**src/rtl/memctrl_arbiter_if.sv**
```systemverilog
// Requester handshake and MEMCTRL strobe bundle between memctrl_arbiter and its environment.
// Index 0/1 of each vector belongs to requester 0/1.
interface memctrl_arbiter_if;
    logic [1:0]       req_valid;
    logic [1:0]       req_ready;
    logic [1:0]       req_we;
    logic [1:0][15:0] req_addr;
    logic [1:0][7:0]  req_wdata;
    logic [1:0]       rsp_valid;
    logic [1:0][7:0]  rsp_rdata;
    logic [15:0]      m_addr;
    logic             m_ce;
    logic             m_csb;
    logic             m_web;
    logic             m_oeb;
    logic [7:0]       m_idata;
    logic [7:0]       m_odata;

    modport slave (
        input  req_valid, req_we, req_addr, req_wdata, m_odata,
        output req_ready, rsp_valid, rsp_rdata,
        output m_addr, m_ce, m_csb, m_web, m_oeb, m_idata
    );

    modport master (
        output req_valid, req_we, req_addr, req_wdata, m_odata,
        input  req_ready, rsp_valid, rsp_rdata,
        input  m_addr, m_ce, m_csb, m_web, m_oeb, m_idata
    );
endinterface

```
**src/rtl/memctrl_arbiter.sv**
```systemverilog
// Two-port round-robin arbiter and strobe sequencer in front of MEMCTRL.
// One access is in flight at a time; its response returns to the granted requester.
module memctrl_arbiter #(
    parameter int unsigned RD_LAT = 1
) (
    input  logic             i_clk,
    input  logic             i_rst_n,
    memctrl_arbiter_if.slave io_bus
);

    typedef enum logic [1:0] {StIdle, StStrobe, StWait, StRecov} state_e;

    localparam logic [2:0] LatCnt = 3'(RD_LAT);

    state_e          r_state;
    state_e          w_state_d;
    logic            r_pri;
    logic            r_id;
    logic            r_we;
    logic [2:0]      r_cnt;
    logic [2:0]      w_cnt_d;

    logic            w_accept;
    logic            w_winner;
    logic [1:0]      w_ready;

    logic [15:0]     r_m_addr;
    logic            r_m_ce;
    logic            r_m_csb;
    logic            r_m_web;
    logic            r_m_oeb;
    logic [7:0]      r_m_idata;
    logic [1:0]      r_rsp_valid;
    logic [1:0][7:0] r_rsp_rdata;

    logic [15:0]     w_m_addr_d;
    logic            w_m_ce_d;
    logic            w_m_csb_d;
    logic            w_m_web_d;
    logic            w_m_oeb_d;
    logic [7:0]      w_m_idata_d;
    logic [1:0]      w_rsp_valid_d;
    logic [1:0][7:0] w_rsp_rdata_d;

    // Reset is folded in so READY stays low while the block is held in reset.
    always_comb begin
        w_winner = io_bus.req_valid[1];
        if (&io_bus.req_valid) begin
            w_winner = r_pri;
        end
        w_accept = (r_state == StIdle) && i_rst_n && (|io_bus.req_valid);
    end

    // State register
    always_ff @(posedge i_clk or negedge i_rst_n) begin
        if (!i_rst_n) begin
            r_state <= StIdle;
            r_pri   <= 1'b0;
            r_id    <= 1'b0;
            r_we    <= 1'b0;
            r_cnt   <= '0;
        end else begin
            r_state <= w_state_d;
            r_cnt   <= w_cnt_d;
            if (w_accept) begin
                r_pri <= ~w_winner;
                r_id  <= w_winner;
                r_we  <= io_bus.req_we[w_winner];
            end
        end
    end

    // Next-state logic
    always_comb begin
        w_state_d = r_state;
        w_cnt_d   = r_cnt;
        case (r_state)
            StIdle: begin
                if (w_accept) begin
                    w_state_d = StStrobe;
                end
            end
            StStrobe: begin
                if (r_we) begin
                    w_state_d = StRecov;
                end else begin
                    w_state_d = StWait;
                    w_cnt_d   = LatCnt;
                end
            end
            StWait: begin
                w_cnt_d = r_cnt - 3'd1;
                if (r_cnt == 3'd1) begin
                    w_state_d = StIdle;
                end
            end
            StRecov: begin
                w_state_d = StIdle;
            end
            default: begin
                w_state_d = StIdle;
            end
        endcase
    end

    // Output logic: strobes are computed one cycle early and registered, so the
    // values loaded on the accept edge are what MEMCTRL sees throughout STROBE.
    always_comb begin
        w_ready       = '0;
        w_m_addr_d    = r_m_addr;
        w_m_ce_d      = 1'b0;
        w_m_csb_d     = 1'b1;
        w_m_web_d     = 1'b1;
        w_m_oeb_d     = 1'b1;
        w_m_idata_d   = 8'h00;
        w_rsp_valid_d = '0;
        w_rsp_rdata_d = r_rsp_rdata;

        if (w_accept) begin
            w_ready[w_winner] = 1'b1;
            w_m_addr_d        = io_bus.req_addr[w_winner];
            w_m_ce_d          = 1'b1;
            w_m_csb_d         = 1'b0;
            w_m_web_d         = ~io_bus.req_we[w_winner];
            w_m_oeb_d         = io_bus.req_we[w_winner];
            if (io_bus.req_we[w_winner]) begin
                w_m_idata_d = io_bus.req_wdata[w_winner];
            end
        end

        if ((r_state == StStrobe) && r_we) begin
            w_rsp_valid_d[r_id] = 1'b1;
        end

        if ((r_state == StWait) && (r_cnt == 3'd1)) begin
            w_rsp_valid_d[r_id] = 1'b1;
            w_rsp_rdata_d[r_id] = io_bus.m_odata;
        end
    end

    always_ff @(posedge i_clk or negedge i_rst_n) begin
        if (!i_rst_n) begin
            r_m_addr    <= 16'h0000;
            r_m_ce      <= 1'b0;
            r_m_csb     <= 1'b1;
            r_m_web     <= 1'b1;
            r_m_oeb     <= 1'b1;
            r_m_idata   <= 8'h00;
            r_rsp_valid <= '0;
            r_rsp_rdata <= '0;
        end else begin
            r_m_addr    <= w_m_addr_d;
            r_m_ce      <= w_m_ce_d;
            r_m_csb     <= w_m_csb_d;
            r_m_web     <= w_m_web_d;
            r_m_oeb     <= w_m_oeb_d;
            r_m_idata   <= w_m_idata_d;
            r_rsp_valid <= w_rsp_valid_d;
            r_rsp_rdata <= w_rsp_rdata_d;
        end
    end

    assign io_bus.req_ready = w_ready;
    assign io_bus.rsp_valid = r_rsp_valid;
    assign io_bus.rsp_rdata = r_rsp_rdata;
    assign io_bus.m_addr    = r_m_addr;
    assign io_bus.m_ce      = r_m_ce;
    assign io_bus.m_csb     = r_m_csb;
    assign io_bus.m_web     = r_m_web;
    assign io_bus.m_oeb     = r_m_oeb;
    assign io_bus.m_idata   = r_m_idata;

    a_rd_lat_range: assert property (@(posedge i_clk) (RD_LAT >= 1) && (RD_LAT <= 4));

    a_ready_onehot: assert property (@(posedge i_clk) disable iff (!i_rst_n)
        $onehot0(w_ready));

    a_ready_idle: assert property (@(posedge i_clk) disable iff (!i_rst_n)
        (|w_ready) |-> (r_state == StIdle));

    a_strobe_gap: assert property (@(posedge i_clk) disable iff (!i_rst_n)
        r_m_ce |=> !r_m_ce);

    a_rsp_onehot: assert property (@(posedge i_clk) disable iff (!i_rst_n)
        $onehot0(r_rsp_valid));

endmodule

```
**src/flat_wrapper.sv**
```systemverilog
// flat-port wrapper written by rule: the top's interface ports become plain ports
module memctrl_arbiter_flat 
#(
    parameter int unsigned RD_LAT = 1
)
  (i_clk, i_rst_n, io_bus_req_valid, io_bus_req_we, io_bus_req_addr, io_bus_req_wdata, io_bus_m_odata, io_bus_req_ready, io_bus_rsp_valid, io_bus_rsp_rdata, io_bus_m_addr, io_bus_m_ce, io_bus_m_csb, io_bus_m_web, io_bus_m_oeb, io_bus_m_idata);
  memctrl_arbiter_if io_bus_i ();
  input  logic i_clk;
  input  logic i_rst_n;
  input wire logic [$bits(io_bus_i.req_valid)-1:0] io_bus_req_valid;
  input wire logic [$bits(io_bus_i.req_we)-1:0] io_bus_req_we;
  input wire logic [$bits(io_bus_i.req_addr)-1:0] io_bus_req_addr;
  input wire logic [$bits(io_bus_i.req_wdata)-1:0] io_bus_req_wdata;
  input wire logic [$bits(io_bus_i.m_odata)-1:0] io_bus_m_odata;
  output wire logic [$bits(io_bus_i.req_ready)-1:0] io_bus_req_ready;
  output wire logic [$bits(io_bus_i.rsp_valid)-1:0] io_bus_rsp_valid;
  output wire logic [$bits(io_bus_i.rsp_rdata)-1:0] io_bus_rsp_rdata;
  output wire logic [$bits(io_bus_i.m_addr)-1:0] io_bus_m_addr;
  output wire logic [$bits(io_bus_i.m_ce)-1:0] io_bus_m_ce;
  output wire logic [$bits(io_bus_i.m_csb)-1:0] io_bus_m_csb;
  output wire logic [$bits(io_bus_i.m_web)-1:0] io_bus_m_web;
  output wire logic [$bits(io_bus_i.m_oeb)-1:0] io_bus_m_oeb;
  output wire logic [$bits(io_bus_i.m_idata)-1:0] io_bus_m_idata;
  assign io_bus_i.req_valid = io_bus_req_valid;
  assign io_bus_i.req_we = io_bus_req_we;
  assign io_bus_i.req_addr = io_bus_req_addr;
  assign io_bus_i.req_wdata = io_bus_req_wdata;
  assign io_bus_i.m_odata = io_bus_m_odata;
  assign io_bus_req_ready = io_bus_i.req_ready;
  assign io_bus_rsp_valid = io_bus_i.rsp_valid;
  assign io_bus_rsp_rdata = io_bus_i.rsp_rdata;
  assign io_bus_m_addr = io_bus_i.m_addr;
  assign io_bus_m_ce = io_bus_i.m_ce;
  assign io_bus_m_csb = io_bus_i.m_csb;
  assign io_bus_m_web = io_bus_i.m_web;
  assign io_bus_m_oeb = io_bus_i.m_oeb;
  assign io_bus_m_idata = io_bus_i.m_idata;
  memctrl_arbiter #(.RD_LAT(RD_LAT)) u_core (.i_clk(i_clk), .i_rst_n(i_rst_n), .io_bus(io_bus_i));
endmodule
```
**config.mk**
```make
export PLATFORM = sky130hd
export DESIGN_NAME = memctrl_arbiter_flat
export DESIGN_NICKNAME = d
export VERILOG_FILES = /design/src/rtl/memctrl_arbiter_if.sv /design/src/rtl/memctrl_arbiter.sv /design/src/flat_wrapper.sv
export SDC_FILE = /design/constraint.sdc
export NUM_CORES = 1
export LEC_CHECK = 0
export BUFFER_PORTS_ARGS = -buffer_cell sky130_fd_sc_hd__buf_2
export CAP_MARGIN = 40
export CELL_PAD_IN_SITES_DETAIL_PLACEMENT = 0
export CELL_PAD_IN_SITES_GLOBAL_PLACEMENT = 1
export CORE_UTILIZATION = 32
export CTS_CLUSTER_SIZE = 28
export DETAILED_ROUTE_END_ITERATION = 6
export PLACE_DENSITY_LB_ADDON = 0.1
export SLEW_MARGIN = 40
export SYNTH_ARGS = -nofsm -noshare
export SYNTH_HDL_FRONTEND = slang
export SYNTH_SLANG_ARGS = --single-unit
```
**constraint.sdc**
```tcl
create_clock -name i_clk -period 1.5 [get_ports i_clk]
set_clock_uncertainty 0.1 [all_clocks]
set_input_delay 0.15 -clock i_clk [delete_from_list [all_inputs] [get_ports i_clk]]
set_output_delay 0.15 -clock i_clk [all_outputs]
set_load 0.05 [all_outputs]
```
[Word-level counts from Yosys, hierarchy flattened]
Cells that the tools add are included.
Operators by class
  add/sub/neg operators: 1
  $lt $le $gt $ge: 4
  equality and inequality tests: 7
  mux-type cells: 29
  bitwise logic cells: 3
  reductions and logical operators: 12
Operators by type and width (number)
  $mux 8: 5
  $mux 16: 2
  $bwmux 16: 1
  $mux 1: 10
  $mux 2: 5
  $demux 8 s1: 1
  $pmux 2 s4: 1
  $logic_and 1x1->1: 6
  $pmux 3 s2: 1
  $reduce_and 2->1: 3
  $eq 2x2->1 const B: 2
  $lt 1x2->1 const B: 2
  $ne 2x1->1 const B: 2
  $eq 3x1->1 const B: 1
  $mux 3: 1
  $sub 3x1->3 const B: 1
  $demux 1 s1: 2
  $eq 2x1->1 const B: 1
  $ge 1x1->1 const B: 2
  $logic_not 2->1: 1
  $ne 2x2->1 const B: 1
  $not 1->1: 2
  $or 2x2->2: 1
  $reduce_bool 2->1: 1
  $reduce_or 2->1: 1
Word-level totals
  register bits after elaboration: 54
  input port bits: 62
  output and inout bits: 48

[Depth between registers and ports, before layout]
Gate-level depths: netlist of the first run.
  depth in word-level cells: 7
  gate-level depth with buffers: 6
  mapped depth without buffers: 5

[Worst setup path before layout of the first run]
OpenSTA, ideal clock, no wires.
  path type: register to output
  start: register u_core.r_state[1]
  end: output port io_bus_req_ready[0]
  arrival: 1.771 ns
  data required time: 1.250 ns
  setup slack: -0.521 ns
  stages on the path, launching flop included: 5
  cell sequence: dfrtp_1 nor3b_1 o21ai_1 clkbuf_1 a21oi_1
Between the ends
  cells in the longest elaborated chain, start to end: 4
Ends and longest elaborated chain
  start, declared: RTL line memctrl_arbiter.sv:15  | state_e r_state;
  start signal, assigned: RTL line memctrl_arbiter.sv:57  | r_state <= StIdle;
  start signal, assigned: RTL line memctrl_arbiter.sv:63  | r_state <= w_state_d;
  $logic_not 2->1: RTL line memctrl_arbiter.sv:51  | w_accept = (r_state == StIdle) && i_rst_n && (|io_bus.req_valid);
  $logic_and 1x1->1 (2 in a row): RTL line memctrl_arbiter.sv:51
  $mux 2: RTL line memctrl_arbiter.sv:119  | if (w_accept) begin
  end, declared: RTL line flat_wrapper.sv:15  | output wire logic [$bits(io_bus_i.req_ready)-1:0] io_bus_req_ready;
Every way passes these cells.

[Worst setup path in the final report of the first run]
  start: register u_core.r_state[0]
  end: output port io_bus_req_ready[0]
The elaborated chain is that of the path after synthesis.

==> qor.csv, run 1 <==
metric;value;unit
Total GRT Usage;0.166;
net count after synthesis;250;
Num CTS Buffers;5;
die width;87.7;um
top-area cell type share of the netlist area;0.543;
Reg clk slew, reported paths;0.10;ns
drt pass-1 iters;4;
Hold Path Class;in2reg;
yosys warns;0;
Avg Inst Size Synth;12.6;um2
status;complete, but fails checks;
Synth area leaders;dfrtp_1 (54%), a2bb2oi_1 (6.3%), o32ai_1 (6.3%);
Worst-Margin Slew;0.668;ns
final worst-path cycle share;1.13;
area delta synth->final;56.9;%
Req. time, crit path;1.25;ns
GRT met2 Usage;0.267;
die area;7690;um2
number of global-route vias before repair;1994;
Post-DRT Antenna Nets;0;
count of state elements after synthesis;54;
ys flop type;dfrtp_1;
Rows;30;
CTS H-tree lvls;2;
critical path capture point type;output pin;
most frequent cells in the layout;buf_2 (107), dfrtp_1 (49), buf_4 (18);
fraction of layout cells with a size suffix above 1;0.649;
global routing usage on met1;0.225;
PortBufs;109;
drt wl/cell;14.9;um
I/O pins;110;
violated checks;negative setup slack;
GR peak layer;met2;
Max Cap Viol;0;
crit start category;flip-flop;
EDFF count, synth;0;
initial antenna violation count;0;
fin nets;388;
clk sinks;54;
fraction of registers with async set/reset;1.00;
detailed-route via count;2044;
leak pwr;1.67;nW
most common cell after layout, fill and taps aside;buf_2;
post-route setup slack;-0.200;ns
Max Fanout on Critical Path;3;
first-pass GRT wire length;9.66;mm
final hold vios;0;
largest area contributor in the synthesized netlist;dfrtp_1;
CTS root buffer;clkbuf_8;
DRC;0;
slew margin rel.;0.555;
arrival time worst endpoint;1.45;ns
shortest period the worst path allows;1.70;ns
Core ar.;6940;um2
RSZ-0062 raised after global routing;yes;
crit path kind;reg2out;
initial core utilization;0.339;
diode count;0;
total power;7.96;mW
clk_lat worst skew;0.31;ns
setup violators final;48;
Die Y;87.7;um
sequential share of the synthesized area;0.576;
global routing met3 resource utilization;0.0377;
Overflow after GRT;0;
via density per instance;4.86;
clock buffer depth;2;
Slowest cell on crit path;dfrtp_1;
post-detail-place hpwl;4.25;mm
Pwr Density;2160;nW/um2
distinct cell type count after synthesis;35;
gpl congestion;0.748;
largest net degree at the start of global routing;55;
peak supply drop;1010;uV
DRT iter0 DRCs;69;
synthesized area;2350;um2
Cells after Synth;186;
TritonCTS clock tree;done;
placed cell count;393;
total wire length;6.26;mm
Final Max Slew Viols;0;
maximum clock rate;588;MHz
crit path cell chain;nor3b_4 > o21ai_4 > a21oi_4 > buf_6;
non-filler cells in the finished layout;421;
crit-path max cell delay;0.42;ns
## critical path: cells and delay by family, from the launching register on
| family | cells | cell delay [ns] |
|---|---|---|
| AO/OA/AOI/OAI | 2 | 0.24 |
| buffers and inverters | 1 | 0.17 |
| flip-flops | 1 | 0.42 |
| AND/OR/NAND/NOR | 1 | 0.30 |
## worst paths after layout
path / start / endpoint / slack (ns) / cells after the start
min in group asynchronous: i_rst_n / u_core.io_bus.rsp_rdata[14]$_DFFE_PN0P_ / 0.42 / 3
hold reg to reg: u_core.io_bus.rsp_rdata[6]$_DFFE_PN0P_ / u_core.io_bus.rsp_rdata[6]$_DFFE_PN0P_ / 0.42 / 1
setup reg to reg: u_core.r_state[0]$_DFFE_PN0P_ / u_core.io_bus.rsp_rdata[5]$_DFFE_PN0P_ / -0.15 / 6
setup / recovery: u_core.r_state[0]$_DFFE_PN0P_ / io_bus_req_ready[0] / -0.20 / 4
hold / removal: io_bus_req_wdata[15] / u_core.io_bus.m_idata[7]$_DFF_PN0_ / 0.02 / 3
max in group asynchronous: i_rst_n / u_core.r_cnt[0]$_DFFE_PN0P_ / 0.41 / 3
## routing by layer
layer	up-vias	wire length, um	part of all wire
met2	65	3180	0.51
met1	996	2800	0.45
met5	-	0	0
li1	979	-	-
met3	4	239	0.038
met4	0	35	0.0056
## flip-flops by register name (all words and copies together), names as in the netlist
name                     flops
u_core.io_bus.m_idata        8
u_core.r_pri                 1
u_core.r_id                  1
u_core.io_bus.rsp_rdata     16
u_core.r_cnt                 3
u_core.io_bus.rsp_valid      2
u_core.io_bus.m_csb          1
u_core.r_state               2
u_core.io_bus.m_oeb          1
u_core.io_bus.m_addr        16
u_core.io_bus.m_web          1
u_core.r_we                  1
u_core.io_bus.m_ce           1
## repair_timing
| action | 4_1_cts | 5_1_grt |
|---|---|---|
| cloned | 2 | 1 |
| buffers inserted | 6 | 2 |
| hold endpoints to repair | 67 | 1 |
| resized for setup | 32 | 34 |
| pin swaps | 2 | 3 |
| hold buffers | 9 | 1 |
| endpoints found under the setup margin | 36 | 51 |
## Yosys cell counts (3+ instances only)
master      n
dfrtp_1    51
a2bb2oi_1  17
o32ai_1    17
a21oi_1    14
buf_2       8
mux2_2      8
mux2_4      8
nand4_1     8
o211ai_1    8
clkbuf_1    7
inv_1       7
o21ai_0     5
dfstp_2     3
## stage by stage
stage	hold WS (ns)	setup slack, ns	utilization	cell area, um2	TNS, ns
after floorplan	-0.246	-0.0967	-	2390	-1.29
after global placement	0.260	-0.132	0.452	3140	-2.12
after detailed placement	0.257	-0.171	0.452	3140	-3.07
after CTS	0.00353	-0.201	0.501	3480	-2.63
after global routing	0.00294	-0.303	0.531	3690	-7.66
final	0.0157	-0.200	0.531	3690	-4.39
## where the power goes
group          internal (mW)  total [mW]  switching (mW)
Combinational           1.73        4.65            2.92
Sequential              2.06        2.46           0.405
Clock                  0.335       0.841           0.506
## final cells by class
cell class,count,area (um2)
clock buffer,5,68.8
tap,96,120
fill,612,3250
multi-input combinational,107,1140
timing repair buffer,148,942
sequential,54,1360
inverter,8,41.3
clock inverter,3,23.8
## cell families (layout without fill, tap and decap cells)
logic type / count (synthesis) / after routing / synth area share
AOI/OAI and AO/OA: 67 / 67 / 0.213
xor gates and xnor gates: 1 / 1 / 0.00373
adders and majority gates: 2 / 2 / 0.0106
buffers and inverters: 25 / 164 / 0.0474
DFF: 54 / 54 / 0.576
muxes: 16 / 16 / 0.0894
and+or+nand+nor: 21 / 21 / 0.0596
Power figures use the tool's default switching activity.
==> run 2: changes to the inputs <==
GPL_TIMING_DRIVEN = 0   (was not set)
==> run 2 against run 1 <==
The flow finishes with violations (negative hold slack, negative setup slack). Sequential power about the same. Fmax fell by 3.4%. Via count rose by 0.20%. Largest power group unchanged. Wire length hardly changed. Hold slack got worse by 0.33 ns. Die area unchanged. Sequential share of layout area increased by 0.83 points. Critical path depth up 1. Cell count fell by 0.24%. Highest routed layer unchanged.
==> qor.csv, run 2 (synthesis gave the netlist of run 1 again) <==
metric;value;unit
initial core utilization;0.339;
TritonCTS clock tree;done;
final worst-path cycle share;1.17;
RSZ-0062 raised after global routing;yes;
violated checks;negative hold slack, negative setup slack;
Worst-Margin Slew;0.557;ns
Total GRT Usage;0.169;
drt pass-1 iters;4;
largest net degree at the start of global routing;56;
hold slack;-0.316;ns
P_sw;3.73;mW
arrival time worst endpoint;1.51;ns
number of global-route vias before repair;1993;
Final Util;0.520;
CTS Hold Bufs;8;
status;complete, but fails checks;
most common cell after layout, fill and taps aside;buf_2;
diode count;0;
setup violators final;18;
DRT iter0 DRCs;105;
post-detail-place hpwl;4.23;mm
Reg clk slew, reported paths;0.11;ns
Multi-input gate area;1070;um2
FF-to-FF End;u_core.io_bus.rsp_rdata[14]$_DFFE_PN0P_;
Overflow after GRT;0;
pre-CTS setup slack;-0.709;ns
fin nets;387;
gpl congestion;0.742;
Max Fanout on Critical Path;2;
Max Cap Viol;0;
PortBufs;107;
crit path kind;reg2out;
critical path capture point type;output pin;
Gate power share;0.583;
Post-DRT Antenna Nets;0;
slew margin rel.;0.629;
Die Y;87.7;um
maximum clock rate;568;MHz
Final Max Slew Viols;0;
fraction of layout cells with a size suffix above 1;0.583;
FF-to-FF setup slack;-0.17;ns
detailed-route via count;2048;
Num CTS Buffers;5;
Pwr Density;2170;nW/um2
sequential fraction of design power;0.311;
Sw Ratio;0.477;
final hold vios;51;
total power;7.83;mW
crit start category;flip-flop;
Hold Path Class;in2async;
I/O pins;110;
CTS H-tree lvls;2;
post-route setup slack;-0.260;ns
Core ar.;6940;um2
fill count;650;
drt wl/cell;14.9;um
first-pass GRT wire length;10.1;mm
peak supply drop;995;uV
worst-case reg-to-reg path depth;6;
P_int;4.09;mW
DRC;0;
CTS root buffer;clkbuf_8;
Req. time, crit path;1.25;ns
initial antenna violation count;0;
Rows;30;
most frequent cells in the layout;buf_2 (106), dfrtp_1 (49), mux2_4 (16);
Clock Power Share;0.106;
Critical R2R Launch;u_core.r_cnt[1]$_DFFE_PN0P_;
total wire length;6.25;mm
clock buffer depth;2;
area delta synth->final;53.5;%
clk_lat worst skew;0.31;ns
clk sinks;54;
die area;7690;um2
die width;87.7;um
leak pwr;1.66;nW
Sequential Area;1360;um2
shortest period the worst path allows;1.76;ns
via density per instance;4.88;
run 2: stage by stage:
step / std cells / hold slack [ns] / cell area, um2 / setup TNS, ns
after floorplan: 186 / -0.246 / 2390 / -1.29
after CTS: 415 / -0.309 / 3440 / -2.18
after detailed placement: 389 / 0.151 / 3050 / -18.32
final: 420 / -0.316 / 3610 / -2.04
after global routing: 420 / -0.306 / 3610 / -3.10
after global placement: 389 / 0.296 / 3050 / -30.71
run 2: worst max-delay path by stage:
stage	depth (start not counted)	endpoint	slack, ns	start
after floorplan	6	u_core.io_bus.rsp_rdata[10]$_DFFE_PN0P_	-0.1	u_core.r_cnt[1]$_DFFE_PN0P_
after global placement	6	io_bus_req_ready[1]	-1.10	i_rst_n
after detailed placement	6	io_bus_req_ready[1]	-0.71	i_rst_n
after CTS	5	io_bus_req_ready[0]	-0.27	u_core.r_state[1]$_DFFE_PN0P_
after global routing	5	io_bus_req_ready[0]	-0.32	u_core.r_state[1]$_DFFE_PN0P_
final	5	io_bus_req_ready[0]	-0.26	u_core.r_state[1]$_DFFE_PN0P_
run 2: final cells by class:
class,instances,share of cell area
Buffer,17,0.0388
Clock buffer,5,0.0191
Clock inverter,3,0.00659
Inverter,8,0.0107
Multi-Input combinational cell,107,0.297
Sequential cell,54,0.376
Tap cell,96,0.0333
Timing Repair Buffer,130,0.218
run 2: repair_timing:
item                                    CTS  global route
endpoints found under the hold margin    67            51
gates cloned                              1             1
setup buffers                             9             6
pin swaps                                 3             3
gates resized for setup                  38            27
endpoints found under the setup margin   47            43
run 2: power groups by stage:
| stage | Sequential [mW] | Combinational, mW | Clock (mW) |
|---|---|---|---|
| detailed placement | 2.42 | 3.90 | 0 |
| global placement | 2.44 | 3.86 | 0 |
| global route | 2.51 | 4.82 | 0.942 |
| floorplan | 4.11 | 1.27 | 0 |
| CTS | 2.41 | 4.32 | 0.872 |
| finish | 2.43 | 4.56 | 0.830 |
run 2: metal layers:
metal  track usage  share of wire
met1         0.234           0.46
met3        0.0339          0.036
met5             0              0
met2         0.276           0.50
met4        0.0313         0.0050
run 2: critical path, cell delays in order (launching register included):
cell	delay, ns
dfrtp_2	0.45
nor3b_4	0.22
o21ai_2	0.10
clkbuf_8	0.15
a21oi_4	0.11
buf_6	0.17
